## config.mk

```make
export PLATFORM = sky130hd
export DESIGN_NAME = seq_chk_ctrl
export DESIGN_NICKNAME = d
export VERILOG_FILES = /design/src/rtl/seq_chk_pkg.sv /design/src/rtl/seq_evt_fifo.sv /design/src/rtl/seq_chk_ctrl.sv
export SDC_FILE = /design/constraint.sdc
export NUM_CORES = 1
export LEC_CHECK = 0
export CAP_MARGIN = 10
export CORE_ASPECT_RATIO = 0.8
export CORE_MARGIN = 4
export CORE_UTILIZATION = 30
export CTS_CLUSTER_DIAMETER = 200
export CTS_CLUSTER_SIZE = 16
export DETAILED_ROUTE_END_ITERATION = 7
export PLACE_DENSITY = 0.45
export SLEW_MARGIN = 25
export SYNTH_ARGS = -nofsm -noshare
export SYNTH_HDL_FRONTEND = slang
export SYNTH_SLANG_ARGS = --single-unit
export TNS_END_PERCENT = 30
```

## constraint.sdc

```tcl
create_clock -name clk -period 9.1 [get_ports clk]
set_input_delay 2.275 -clock clk [delete_from_list [all_inputs] [get_ports clk]]
set_output_delay 2.275 -clock clk [all_outputs]
set_load 0.05 [all_outputs]
```

## src/rtl/seq_chk_pkg.sv

```systemverilog
// Shared types for the a ##1 b ##1 c ##2 d sequence checker.
// Event records carry the attempt start stamp, the verdict and the offending signal.
// Stamp field width is fixed here; the top's STAMP_W must not exceed EVT_STAMP_W.
package seq_chk_pkg;

  localparam int EVT_STAMP_W = 16;
  localparam int N_STAGES    = 5;
  localparam int MAX_EVT     = 4;

  typedef enum logic [1:0] {
    CODE_A = 2'd0,
    CODE_B = 2'd1,
    CODE_C = 2'd2,
    CODE_D = 2'd3
  } sig_code_e;

  typedef struct packed {
    logic [EVT_STAMP_W-1:0] stamp;
    logic                   pass;
    sig_code_e              code;
  } evt_t;

endpackage

```

## src/rtl/seq_evt_fifo.sv

```systemverilog
// Multi-write (up to MAX_EVT per cycle), single-read event FIFO with drop accounting.
// Latency: an entry written at edge E is at the head in the next cycle if the FIFO was empty.
// Backpressure: head holds while rd_rdy_i=0; excess writes beyond free space are dropped and counted.
module seq_evt_fifo
  import seq_chk_pkg::*;
#(
  parameter int DEPTH = 8
) (
  input  logic                     clk,
  input  logic                     rst,
  input  logic [2:0]               wr_n_i,
  input  evt_t                     wr_dat_i [MAX_EVT],
  output logic                     rd_vld_o,
  input  logic                     rd_rdy_i,
  output evt_t                     rd_dat_o,
  output logic [$clog2(DEPTH):0]   level_o,
  output logic                     ovf_o,
  output logic [7:0]               drop_cnt_o
);

  localparam int AW = $clog2(DEPTH);
  localparam int LW = AW + 1;

  evt_t            mem [DEPTH];
  logic [AW-1:0]   wr_ptr_q, rd_ptr_q;
  logic [LW-1:0]   cnt_q, cnt_d;
  logic            ovf_q;
  logic [7:0]      drop_cnt_q;

  logic            pop;
  logic [LW-1:0]   free, n_req, n_wr, n_drop;
  logic [8:0]      drop_sum;

  assign rd_vld_o   = (cnt_q != '0);
  assign rd_dat_o   = rd_vld_o ? mem[rd_ptr_q] : '0;
  assign level_o    = cnt_q;
  assign ovf_o      = ovf_q;
  assign drop_cnt_o = drop_cnt_q;

  // Free space includes the slot released by a same-cycle pop; writes beyond it are dropped.
  always_comb begin
    pop      = rd_vld_o & rd_rdy_i;
    free     = LW'(DEPTH) - cnt_q + LW'(pop);
    n_req    = LW'(wr_n_i);
    n_wr     = (n_req < free) ? n_req : free;
    n_drop   = n_req - n_wr;
    drop_sum = {1'b0, drop_cnt_q} + 9'(n_drop);
    cnt_d    = cnt_q + n_wr - LW'(pop);
  end

  // Pointers, occupancy and sticky drop bookkeeping.
  always_ff @(posedge clk) begin
    if (rst) begin
      wr_ptr_q   <= '0;
      rd_ptr_q   <= '0;
      cnt_q      <= '0;
      ovf_q      <= 1'b0;
      drop_cnt_q <= '0;
    end else begin
      wr_ptr_q   <= wr_ptr_q + AW'(n_wr);
      rd_ptr_q   <= rd_ptr_q + AW'(pop);
      cnt_q      <= cnt_d;
      if (n_drop != '0) ovf_q <= 1'b1;
      drop_cnt_q <= drop_sum[8] ? 8'hFF : drop_sum[7:0];
    end
  end

  // Storage: the first n_wr request slots land in consecutive entries, oldest first.
  always_ff @(posedge clk) begin
    for (int i = 0; i < MAX_EVT; i++) begin
      if (LW'(i) < n_wr) mem[wr_ptr_q + AW'(i)] <= wr_dat_i[i];
    end
  end

endmodule

```

## src/rtl/seq_chk_ctrl.sv

```systemverilog
// Concurrent checker for a ##1 b ##1 c ##2 d, one attempt per enabled cycle, verdicts queued.
// Latency: verdict decided at edge E is on evt_* in the next cycle when the queue was empty.
// Backpressure: evt_* held while evt_ready=0; verdicts that find no space are dropped and counted.
module seq_chk_ctrl
  import seq_chk_pkg::*;
#(
  parameter int STAMP_W     = 16,
  parameter int DEPTH       = 8,
  parameter int REPORT_PASS = 1
) (
  input  logic                   clk,
  input  logic                   rst,
  input  logic                   en,
  input  logic                   a,
  input  logic                   b,
  input  logic                   c,
  input  logic                   d,
  output logic                   evt_valid,
  input  logic                   evt_ready,
  output logic [STAMP_W-1:0]     evt_stamp,
  output logic                   evt_pass,
  output logic [1:0]             evt_code,
  output logic [$clog2(DEPTH):0] level,
  output logic                   ovf,
  output logic [7:0]             drop_cnt
);

  // Age 0 is the attempt launched this cycle (en + current stamp); ages 1..4 are registered.
  logic [STAMP_W-1:0]          stamp_q;
  logic [N_STAGES-1:1]         live_q, live_d;
  logic [STAMP_W-1:0]          stg_q [1:N_STAGES-1];
  logic [STAMP_W-1:0]          stg_d [1:N_STAGES-1];
  logic [N_STAGES-1:0]         live;

  evt_t                        wdat [MAX_EVT];
  logic [2:0]                  n;
  evt_t                        head;

  assign live = {live_q, en};

  // Free-running stamp, wraps naturally.
  always_ff @(posedge clk) begin
    if (rst) stamp_q <= '0;
    else     stamp_q <= stamp_q + 1'b1;
  end

  // An attempt advances only if this age's check held; age 3 has no check, age 4 retires.
  always_comb begin
    live_d[1] = live[0] & a;
    live_d[2] = live[1] & b;
    live_d[3] = live[2] & c;
    live_d[4] = live[3];
    stg_d[1]  = stamp_q;
    stg_d[2]  = stg_q[1];
    stg_d[3]  = stg_q[2];
    stg_d[4]  = stg_q[3];
  end

  // Live bits are cleared by reset so in-flight attempts never report.
  always_ff @(posedge clk) begin
    if (rst) live_q <= '0;
    else     live_q <= live_d;
  end

  // Stamps need no reset: they are only observed alongside a live bit.
  always_ff @(posedge clk) begin
    stg_q <= stg_d;
  end

  // Pack this cycle's verdicts oldest attempt first: age4, age2, age1, age0.
  always_comb begin
    n = 3'd0;
    for (int i = 0; i < MAX_EVT; i++) wdat[i] = '0;
    if (live[4] && (!d || (REPORT_PASS != 0))) begin
      wdat[n[1:0]] = '{stamp: EVT_STAMP_W'(stg_q[4]), pass: d, code: CODE_D};
      n = n + 3'd1;
    end
    if (live[2] && !c) begin
      wdat[n[1:0]] = '{stamp: EVT_STAMP_W'(stg_q[2]), pass: 1'b0, code: CODE_C};
      n = n + 3'd1;
    end
    if (live[1] && !b) begin
      wdat[n[1:0]] = '{stamp: EVT_STAMP_W'(stg_q[1]), pass: 1'b0, code: CODE_B};
      n = n + 3'd1;
    end
    if (live[0] && !a) begin
      wdat[n[1:0]] = '{stamp: EVT_STAMP_W'(stamp_q), pass: 1'b0, code: CODE_A};
      n = n + 3'd1;
    end
  end

  seq_evt_fifo #(.DEPTH(DEPTH)) u_fifo (
    .clk        (clk),
    .rst        (rst),
    .wr_n_i     (n),
    .wr_dat_i   (wdat),
    .rd_vld_o   (evt_valid),
    .rd_rdy_i   (evt_ready),
    .rd_dat_o   (head),
    .level_o    (level),
    .ovf_o      (ovf),
    .drop_cnt_o (drop_cnt)
  );

  assign evt_stamp = head.stamp[STAMP_W-1:0];
  assign evt_pass  = head.pass;
  assign evt_code  = head.code;

endmodule

```

==> impl_metrics.json, run 1 <==
{
  "post_drt_wl_per_cell_um": 28.9,
  "area_growth_pct": 11.1,
  "cts_setup_buffers": 0,
  "drtAntennaViolNets": 0,
  "skew_ns": 0.0176,
  "drtIter0Drc": 1348,
  "cts_tree": "yes",
  "synth_area_um2": 14800,
  "p_switching_mw": 2.11,
  "dp_slack_ns": 0.998,
  "cts_max_level": 1,
  "fin_crit_sh": 0.828,
  "syn_nets": 1383,
  "path_clk_slew_ns": 0.08,
  "drive_above_1_share": 0.113,
  "clock_latency_ns": 0.53,
  "core_area_um2": 48600,
  "cp_max_fo": 17,
  "cts-root-buf": "clkbuf_16",
  "crit_type": "in2reg",
  "cts_buffer_depth": 3,
  "nNetsFinal": 1390,
  "synth-seq-cells": 255,
  "synthCells": 1340,
  "fmax_mhz": 133,
  "io_pins": 41,
  "totalWireLength_um": 57500,
  "io_buffers": 40,
  "overflow": 0,
  "p_total_mw": 4.89,
  "clkSinkCount": 255,
  "grt_pass1_wl_um": 82800,
  "placementRows": 72,
  "gp_congestion": 0.836,
  "antenna_found_initial": 0,
  "setup_violations": 0,
  "ys.flop_type": "edfxtp_1",
  "required_ns": 9.52,
  "die_w_um": 257,
  "nFillCells": 4813,
  "gr-usage-all-layers": 0.212,
  "dr.pass1.iters": 6,
  "layout_commonest_cell": "nor2_1",
  "layout_common_cells": "nor2_1 (199), mux2i_1 (155), edfxtp_1 (152)",
  "layout_setup_ws_ns": 1.56,
  "hpwl_um": 35100,
  "rsz0062_at_grt": "no",
  "syn_area_per_cell_um2": 11.1,
  "grt_pass1_vias": 11238,
  "report.final.slew_viol_count": 0,
  "start_util": 0.305,
  "synth_edf_count": 152,
  "seq_area_frac_synth": 0.446,
  "layout.cells.non_filler": 1988,
  "ctsResizeCount": 0,
  "pwr-share-clk": 0.169,
  "synth_cell_types": 65,
  "cts_made_buffers": 19,
  "worst_pin_slew_ns": 1.14,
  "p_per_area_nw_per_um2": 296,
  "fin_setup_tns_ns": 0,
  "yosysWarnings": 0,
  "viasPerCell": 5.93,
  "max-vdd-ir-drop_uv": 146,
  "drv_cap": 0,
  "setup.worst_path.start_class": "primary input",
  "p_leak_nw": 6.63,
  "power.internal_mw": 2.77,
  "outcome": "completed",
  "die_area_um2": 53100,
  "swShare": 0.433,
  "place_inst": 1955,
  "worstPathArrival_ns": 7.95,
  "cp-end-kind": "register",
  "seq_power_share": 0.360,
  "drc": 0,
  "hold_viol_final": 0,
  "finalCriticalPeriod_ns": 7.54,
  "rrSetupSlack_ns": 3.22,
  "dieHeight_um": 207,
  "hold_path_class": "reg2reg",
  "grt_max_degree": 36,
  "slew_headroom": 0.232,
  "vias": 11797,
  "synthArstFlopShare": 0,
  "pwr-share-comb": 0.472,
  "cts_hold_buf": 0
}
==> logic make-up (layout without fill, tap and decap cells) <==
kind of cell / count (synthesis) / in the layout / synth area share
xor gates and xnor gates: 26 / 26 / 0.0163
AOI/OAI and AO/OA: 306 / 306 / 0.171
adders and majority gates: 35 / 35 / 0.0315
and+or+nand+nor: 379 / 379 / 0.125
buffers and inverters: 143 / 161 / 0.0458
DFF: 255 / 255 / 0.446
muxes: 196 / 196 / 0.165
other: 0 / 1 / 0
==> metrics by stage <==
step	instance area (um^2)	util	hold WS, ns
3_5_place_dp	16000	0.328	0.312
5_1_grt	16500	0.339	0.334
3_3_place_gp	16000	0.328	0.310
4_1_cts	16500	0.339	0.328
6_report	16500	0.339	0.322
2_1_floorplan	14800	-	0.310
==> flip-flops by register name (all words and copies together) (netlist names) <==
register           flops
stg_d                 48
u_fifo.ovf_o           1
u_fifo.level_o         4
u_fifo.wr_ptr_q        3
u_fifo.drop_cnt_o      8
stamp_q               16
stg_q                 16
u_fifo.mem           152
u_fifo.rd_ptr_q        3
live_q                 4
==> worst paths after layout <==
check | start | endpoint | depth (start not counted)
setup / recovery | c | u_fifo.drop_cnt_o[7] | 23
hold / removal | stg_d[3] | stg_q[3] | 0
setup reg to reg | live_q[4] | u_fifo.drop_cnt_o[7] | 21
hold reg to reg | stg_d[3] | stg_q[3] | 0
==> power groups by stage <==
stage | Combinational, mW | Clock, mW | Sequential [mW]
after CTS | 2.31 | 0.840 | 1.76
after detailed placement | 2.30 | 0 | 1.79
final | 2.30 | 0.824 | 1.76
after global routing | 2.42 | 0.879 | 1.79
after global placement | 2.28 | 0 | 1.78
after floorplan | 1.47 | 0 | 1.76
==> cell type report <==
cell class	instances	area (um^2)	share of cell area
multi-input cells	942	7590	0.460
well taps	629	787	0.0477
inverters	33	124	0.00751
clock buffers	32	524	0.0318
repair buffers	96	833	0.0505
flip-flops and latches	255	6630	0.402
diodes	1	2.50	0.000152
==> metal layers <==
metal	up-vias	wire, um	GRT usage
met3	136	4430	0.0326
met2	559	23800	0.315
met5	-	0	0
met4	0	2730	0.0787
li1	5180	-	-
met1	5922	26500	0.312
==> cell usage after synthesis, types with 6 or more instances <==
library cell / number / area [um^2]
a211oi_1: 12 / 90.1
a21o_1: 6 / 45.0
a21oi_1: 51 / 255
a221o_1: 99 / 991
a221oi_1: 53 / 464
a22o_1: 11 / 96.3
and2_1: 6 / 37.5
and3_1: 30 / 188
and4_1: 6 / 52.6
buf_2: 24 / 120
buf_4: 14 / 105
buf_6: 8 / 90.1
clkbuf_1: 59 / 221
dfxtp_1: 103 / 2060
edfxtp_1: 152 / 4560
ha_1: 31 / 388
inv_1: 33 / 124
mux2i_1: 155 / 1550
mux4_2: 38 / 856
nand2_1: 66 / 248
nand3_1: 13 / 65.1
nor2_1: 199 / 747
nor2b_1: 12 / 75.1
nor3_1: 6 / 30.0
o211a_1: 7 / 70.1
o211ai_1: 11 / 82.6
o21ai_0: 13 / 65.1
o21ai_1: 16 / 80.1
or3_1: 11 / 68.8
xnor2_1: 13 / 114
xor2_1: 12 / 105
==> worst max-delay path, cell delays in order <==
cell	delay [ns]
clkdlybuf4s50_1	0.47
nor2b_1	0.14
buf_4	0.24
inv_1	0.12
ha_1	0.32
mux2_2	0.35
ha_1	0.31
mux2i_2	0.45
ha_1	0.30
o21a_1	0.13
o211a_2	0.23
o21a_1	0.39
nor2_1	0.07
a21o_1	0.22
fa_1	0.59
inv_1	0.06
ha_1	0.27
a21o_1	0.18
a21oi_1	0.21
nor2b_1	0.07
o21ai_0	0.25
nor2_1	0.10
o211a_1	0.21
(Power assumes the default switching activity.)
==> run 2, diff against run 1 <==
--- a/config.mk
+++ b/config.mk
@@ -12,7 +12,7 @@
 export CTS_CLUSTER_DIAMETER = 200
 export CTS_CLUSTER_SIZE = 16
 export DETAILED_ROUTE_END_ITERATION = 7
-export PLACE_DENSITY = 0.45
+export PLACE_DENSITY = 0.46
 export SLEW_MARGIN = 25
 export SYNTH_ARGS = -nofsm -noshare
 export SYNTH_HDL_FRONTEND = slang
==> constraint.sdc (replaced) <==
create_clock -name clk -period 6.7 [get_ports clk]
set_input_delay 1.675 -clock clk [delete_from_list [all_inputs] [get_ports clk]]
set_output_delay 1.675 -clock clk [all_outputs]
set_load 0.05 [all_outputs]
==> impl_metrics.json, run 2 (synthesis results as in run 1) <==
{
  "grt_max_degree": 36,
  "cts_tree": "yes",
  "report.final.slew_viol_count": 0,
  "hold_path_class": "reg2reg",
  "cp-end-kind": "register",
  "path_clk_slew_ns": 0.08,
  "max-vdd-ir-drop_uv": 270,
  "gr-usage-all-layers": 0.205,
  "gp_congestion": 0.802,
  "hpwl_um": 34400,
  "rrSetupSlack_ns": 1.65,
  "fin_crit_sh": 0.916,
  "drive_above_1_share": 0.129,
  "drv_cap": 0,
  "placementRows": 72,
  "clkSinkCount": 255,
  "worst_pin_slew_ns": 1.10,
  "finalInstanceArea_um2": 16900,
  "p_per_area_nw_per_um2": 398,
  "outcome": "completed",
  "crit_type": "in2reg",
  "layout_commonest_cell": "nor2_1",
  "placed_cell_area_um2": 16300,
  "skew_ns": 0.0247,
  "io_buffers": 40,
  "drtAntennaViolNets": 0,
  "area_growth_pct": 13.6,
  "ctsResizeCount": 0,
  "slew_headroom": 0.264,
  "vias": 11770,
  "cts_hold_buf": 0,
  "required_ns": 7.12,
  "die_w_um": 257,
  "cts-root-buf": "clkbuf_16",
  "viasPerCell": 5.85,
  "cts_setup_buffers": 0,
  "p_leak_nw": 6.81,
  "totalWireLength_um": 55500,
  "setup.worst_path.start_class": "primary input",
  "post_drt_wl_per_cell_um": 27.5,
  "cp_max_fo": 4,
  "layout_common_cells": "nor2_1 (199), mux2i_1 (155), edfxtp_1 (152)",
  "r2r_cells": 23,
  "worstPathArrival_ns": 6.55,
  "die_area_um2": 53100,
  "drc": 0,
  "grt_pass1_wl_um": 81600,
  "worstHoldStart": "stg_d[6]",
  "core_area_um2": 48600,
  "drtIter0Drc": 1196,
  "grt_pass1_vias": 11791,
  "rsz0062_at_grt": "no",
  "clock_latency_ns": 0.53,
  "cts_made_buffers": 19,
  "whs_ns": 0.321,
  "reg2reg_to": "u_fifo.drop_cnt_o[7]",
  "cts_max_level": 1,
  "dieHeight_um": 207,
  "place_inst": 1978,
  "overflow": 0,
  "finalCriticalPeriod_ns": 6.14,
  "antenna_found_initial": 2,
  "hold_path_depth": 0,
  "r2r-start": "live_q[4]",
  "layout.cells.non_filler": 2013,
  "fmax_mhz": 163,
  "hold_end": "stg_q[6]",
  "p_total_mw": 6.71,
  "setup_violations": 0,
  "largest_reg_flops": 152,
  "dr.pass1.iters": 6,
  "fin_setup_tns_ns": 0,
  "hold_viol_final": 0,
  "cts_buffer_depth": 3,
  "start_util": 0.305,
  "nNetsFinal": 1413,
  "io_pins": 41,
  "top_register": "u_fifo.mem"
}
==> run 2: final cells by class <==
class | count | area [um^2]
clock buffer | 33 | 528
antenna | 1 | 2.50
multi-input combinational | 942 | 7620
fill | 4853 | 31800
tap | 629 | 787
sequential | 255 | 6630
timing repair buffer | 119 | 1160
clock inverter | 1 | 8.76
inverter | 33 | 124
==> run 2: worst max-delay path by stage <==
stage | start | to | slack (ns) | depth (start not counted)
floorplan | c | u_fifo.mem[2][0] | 0.05 | 21
global placement | c | u_fifo.drop_cnt_o[7] | 0.12 | 24
detailed placement | c | u_fifo.drop_cnt_o[7] | 0.04 | 25
CTS | c | u_fifo.drop_cnt_o[7] | 0.60 | 25
global route | c | u_fifo.drop_cnt_o[7] | 0.18 | 25
finish | c | u_fifo.drop_cnt_o[7] | 0.56 | 25
==> run 2: critical path, cell delays in order <==
cell	delay (ns)
clkdlybuf4s50_1	0.47
nor2b_2	0.15
inv_1	0.06
ha_1	0.19
mux2_2	0.31
inv_1	0.10
ha_1	0.19
inv_1	0.05
ha_1	0.30
mux2i_4	0.08
ha_1	0.31
o21a_1	0.13
o211a_2	0.23
o21a_1	0.19
nor2_1	0.06
a21o_1	0.18
fa_1	0.60
inv_1	0.07
ha_1	0.27
a21o_1	0.18
a21oi_1	0.20
nor2b_1	0.08
o21ai_1	0.20
nor2_1	0.08
o211a_1	0.20
==> run 2: power by group <==
part / switching, mW / leakage, nW / internal, mW
combinational: 2.06 / 4.28 / 1.13
sequential: 0.204 / 2.28 / 2.18
clock: 0.593 / 0.255 / 0.540
==> run 2: metal layers <==
metal  part of all wire  global-route usage  vias to the layer above
li1                   -                   -                     5230
met1               0.45               0.283                     5871
met2               0.43               0.323                      564
met3              0.095              0.0549                      105
met4              0.026              0.0479                        0
met5                  0                   0                        -
==> run 2: through the flow <==
stage | worst slack (ns) | util
after floorplan | 0.0470 | -
after global placement | 0.124 | 0.335
after detailed placement | 0.0436 | 0.335
after CTS | 0.598 | 0.346
after global routing | 0.175 | 0.347
final | 0.565 | 0.347
==> run 3, diff against run 2 <==
--- a/config.mk
+++ b/config.mk
@@ -12,7 +12,7 @@
 export CTS_CLUSTER_DIAMETER = 200
 export CTS_CLUSTER_SIZE = 16
 export DETAILED_ROUTE_END_ITERATION = 7
-export PLACE_DENSITY = 0.46
+export PLACE_DENSITY = 0.45
 export SLEW_MARGIN = 25
 export SYNTH_ARGS = -nofsm -noshare
 export SYNTH_HDL_FRONTEND = slang
==> constraint.sdc (replaced) <==
create_clock -name clk -period 6.4 [get_ports clk]
set_input_delay 1.6 -clock clk [delete_from_list [all_inputs] [get_ports clk]]
set_output_delay 1.6 -clock clk [all_outputs]
set_load 0.05 [all_outputs]
==> impl_metrics.json, run 3 (synthesis results as in run 1) <==
{
  "outcome": "completed",
  "layout_setup_ws_ns": 0.410,
  "nNetsFinal": 1429,
  "cts_made_buffers": 19,
  "crit_chain": "clkdlybuf4s50_1 > nor2b_4 > inv_1 > ha_1 > inv_1 > xnor2_2 > ha_2 > inv_1 > ha_1 > mux2i_4 > ha_1 > o21a_1 > o211a_4 > a22oi_4 > ha_1 > fa_1 > fa_1 > nor2b_1 > o21ai_0 > nand2b_1 > and2_1 > nand4_1 > a21oi_1",
  "max-vdd-ir-drop_uv": 235,
  "cts_max_level": 1,
  "cts_buffer_depth": 3,
  "io_pins": 41,
  "grt_pass1_wl_um": 81600,
  "cpMostUsedCell": "ha_1",
  "clkSinkCount": 255,
  "diodes": 0,
  "finalCriticalPeriod_ns": 5.99,
  "grt_pass1_vias": 11617,
  "rsz0062_at_grt": "no",
  "p_leak_nw": 6.93,
  "worstPathArrival_ns": 6.44,
  "hpwl_um": 36000,
  "die_w_um": 257,
  "skew_ns": 0.0245,
  "totalWireLength_um": 55500,
  "hold_path_class": "reg2reg",
  "dieHeight_um": 207,
  "layout_common_cells": "nor2_1 (199), mux2i_1 (155), edfxtp_1 (152)",
  "setup_violations": 0,
  "dr.pass1.iters": 6,
  "required_ns": 6.85,
  "grt_max_degree": 36,
  "slew_headroom": 0.204,
  "die_area_um2": 53100,
  "crit_type": "in2reg",
  "cts-root-buf": "clkbuf_16",
  "report.final.slew_viol_count": 0,
  "overflow": 0,
  "max_stage_delay_ns": 0.49,
  "dp_slack_ns": -0.175,
  "area_growth_pct": 15.1,
  "post_drt_wl_per_cell_um": 27.5,
  "fmax_mhz": 167,
  "antenna_found_initial": 1,
  "vias": 11810,
  "io_buffers": 40,
  "gr-usage-all-layers": 0.205,
  "cp-end-kind": "register",
  "cp_max_fo": 5,
  "place_inst": 1994,
  "top_register": "u_fifo.mem",
  "worst_pin_slew_ns": 1.19,
  "layout.cells.non_filler": 2017,
  "setup.worst_path.start_class": "primary input",
  "p_per_area_nw_per_um2": 418,
  "gp_congestion": 0.844,
  "placementRows": 72,
  "drv_cap": 0,
  "drtIter0Drc": 1269,
  "hold_viol_final": 0,
  "fin_setup_tns_ns": 0,
  "fin_crit_sh": 0.936,
  "crit_family": "adder cells",
  "largest_reg_flops": 152,
  "viasPerCell": 5.86,
  "drc": 0,
  "clock_latency_ns": 0.53,
  "slowest_stage": "fa_1",
  "layout_commonest_cell": "nor2_1",
  "path_clk_slew_ns": 0.08,
  "start_util": 0.305,
  "cp_num_buf_inv": 4,
  "drive_above_1_share": 0.142,
  "core_area_um2": 48600,
  "drtAntennaViolNets": 0,
  "cts_tree": "yes"
}
-- run 3: cell types whose count changed in the layout (fill, tap and decap cells not counted), sizes merged --
cell	delta
buf	+16
clkbuf	-10
inv	-1
diode	-1
-- run 3: through the flow --
step / hold slack (ns) / utilization / power (mW) / instance area [um^2]
3_3_place_gp: 0.310 / 0.341 / 6.05 / 16600
5_1_grt: 0.335 / 0.351 / 7.48 / 17100
6_report: 0.325 / 0.351 / 7.14 / 17100
3_5_place_dp: 0.312 / 0.341 / 6.06 / 16600
4_1_cts: 0.329 / 0.351 / 7.21 / 17100
2_1_floorplan: 0.310 / - / 4.60 / 14900
-- run 3: worst paths after layout --
| path | to | from | slack [ns] | cells past startpoint |
|---|---|---|---|---|
| setup / recovery | u_fifo.drop_cnt_o[1] | c | 0.41 | 23 |
| setup reg to reg | u_fifo.drop_cnt_o[1] | live_q[4] | 1.41 | 21 |
| hold reg to reg | stg_q[1] | stg_d[1] | 0.32 | 0 |
| hold / removal | stg_q[1] | stg_d[1] | 0.32 | 0 |
-- run 3: timing repair --
item,CTS,global route
hold buffers,0,0
setup buffers,0,0
setup endpoints to repair,0,2
gates resized for setup,0,1
-- run 3: area by class of cell --
type / instances / area (um^2)
Fill cell: 4801 / 31600
Inverter: 33 / 124
Tap cell: 629 / 787
Sequential cell: 255 / 6630
Multi-Input combinational cell: 942 / 7650
Clock buffer: 23 / 490
Timing Repair Buffer: 135 / 1410
-- run 3: report_power, final --
| group | internal, mW | leakage (nW) | switching [mW] | total (mW) |
|---|---|---|---|---|
| logic | 1.34 | 4.41 | 2.17 | 3.51 |
| registers | 2.28 | 2.28 | 0.212 | 2.50 |
| clock network | 0.537 | 0.239 | 0.595 | 1.13 |
| total | 4.16 | 6.93 | 2.98 | 7.14 |
-- run 3: worst register-to-register path, delay by kind of cell (launching register included) --
kind / cells / cell delay [ns]
muxes: 1 / 0.15
and+or+nand+nor: 4 / 0.60
adders and majority gates: 7 / 2.29
xor gates and xnor gates: 1 / 0.14
AOI/OAI and AO/OA: 5 / 0.86
DFF: 1 / 0.31
buffers and inverters: 3 / 0.57
-- run 3: routing by layer --
metal,global-route usage,vias up,share of wire
met5,0,-,0.00023
met4,0.0643,2,0.033
met3,0.0345,133,0.067
met2,0.303,552,0.41
met1,0.307,5868,0.49
li1,-,5255,-
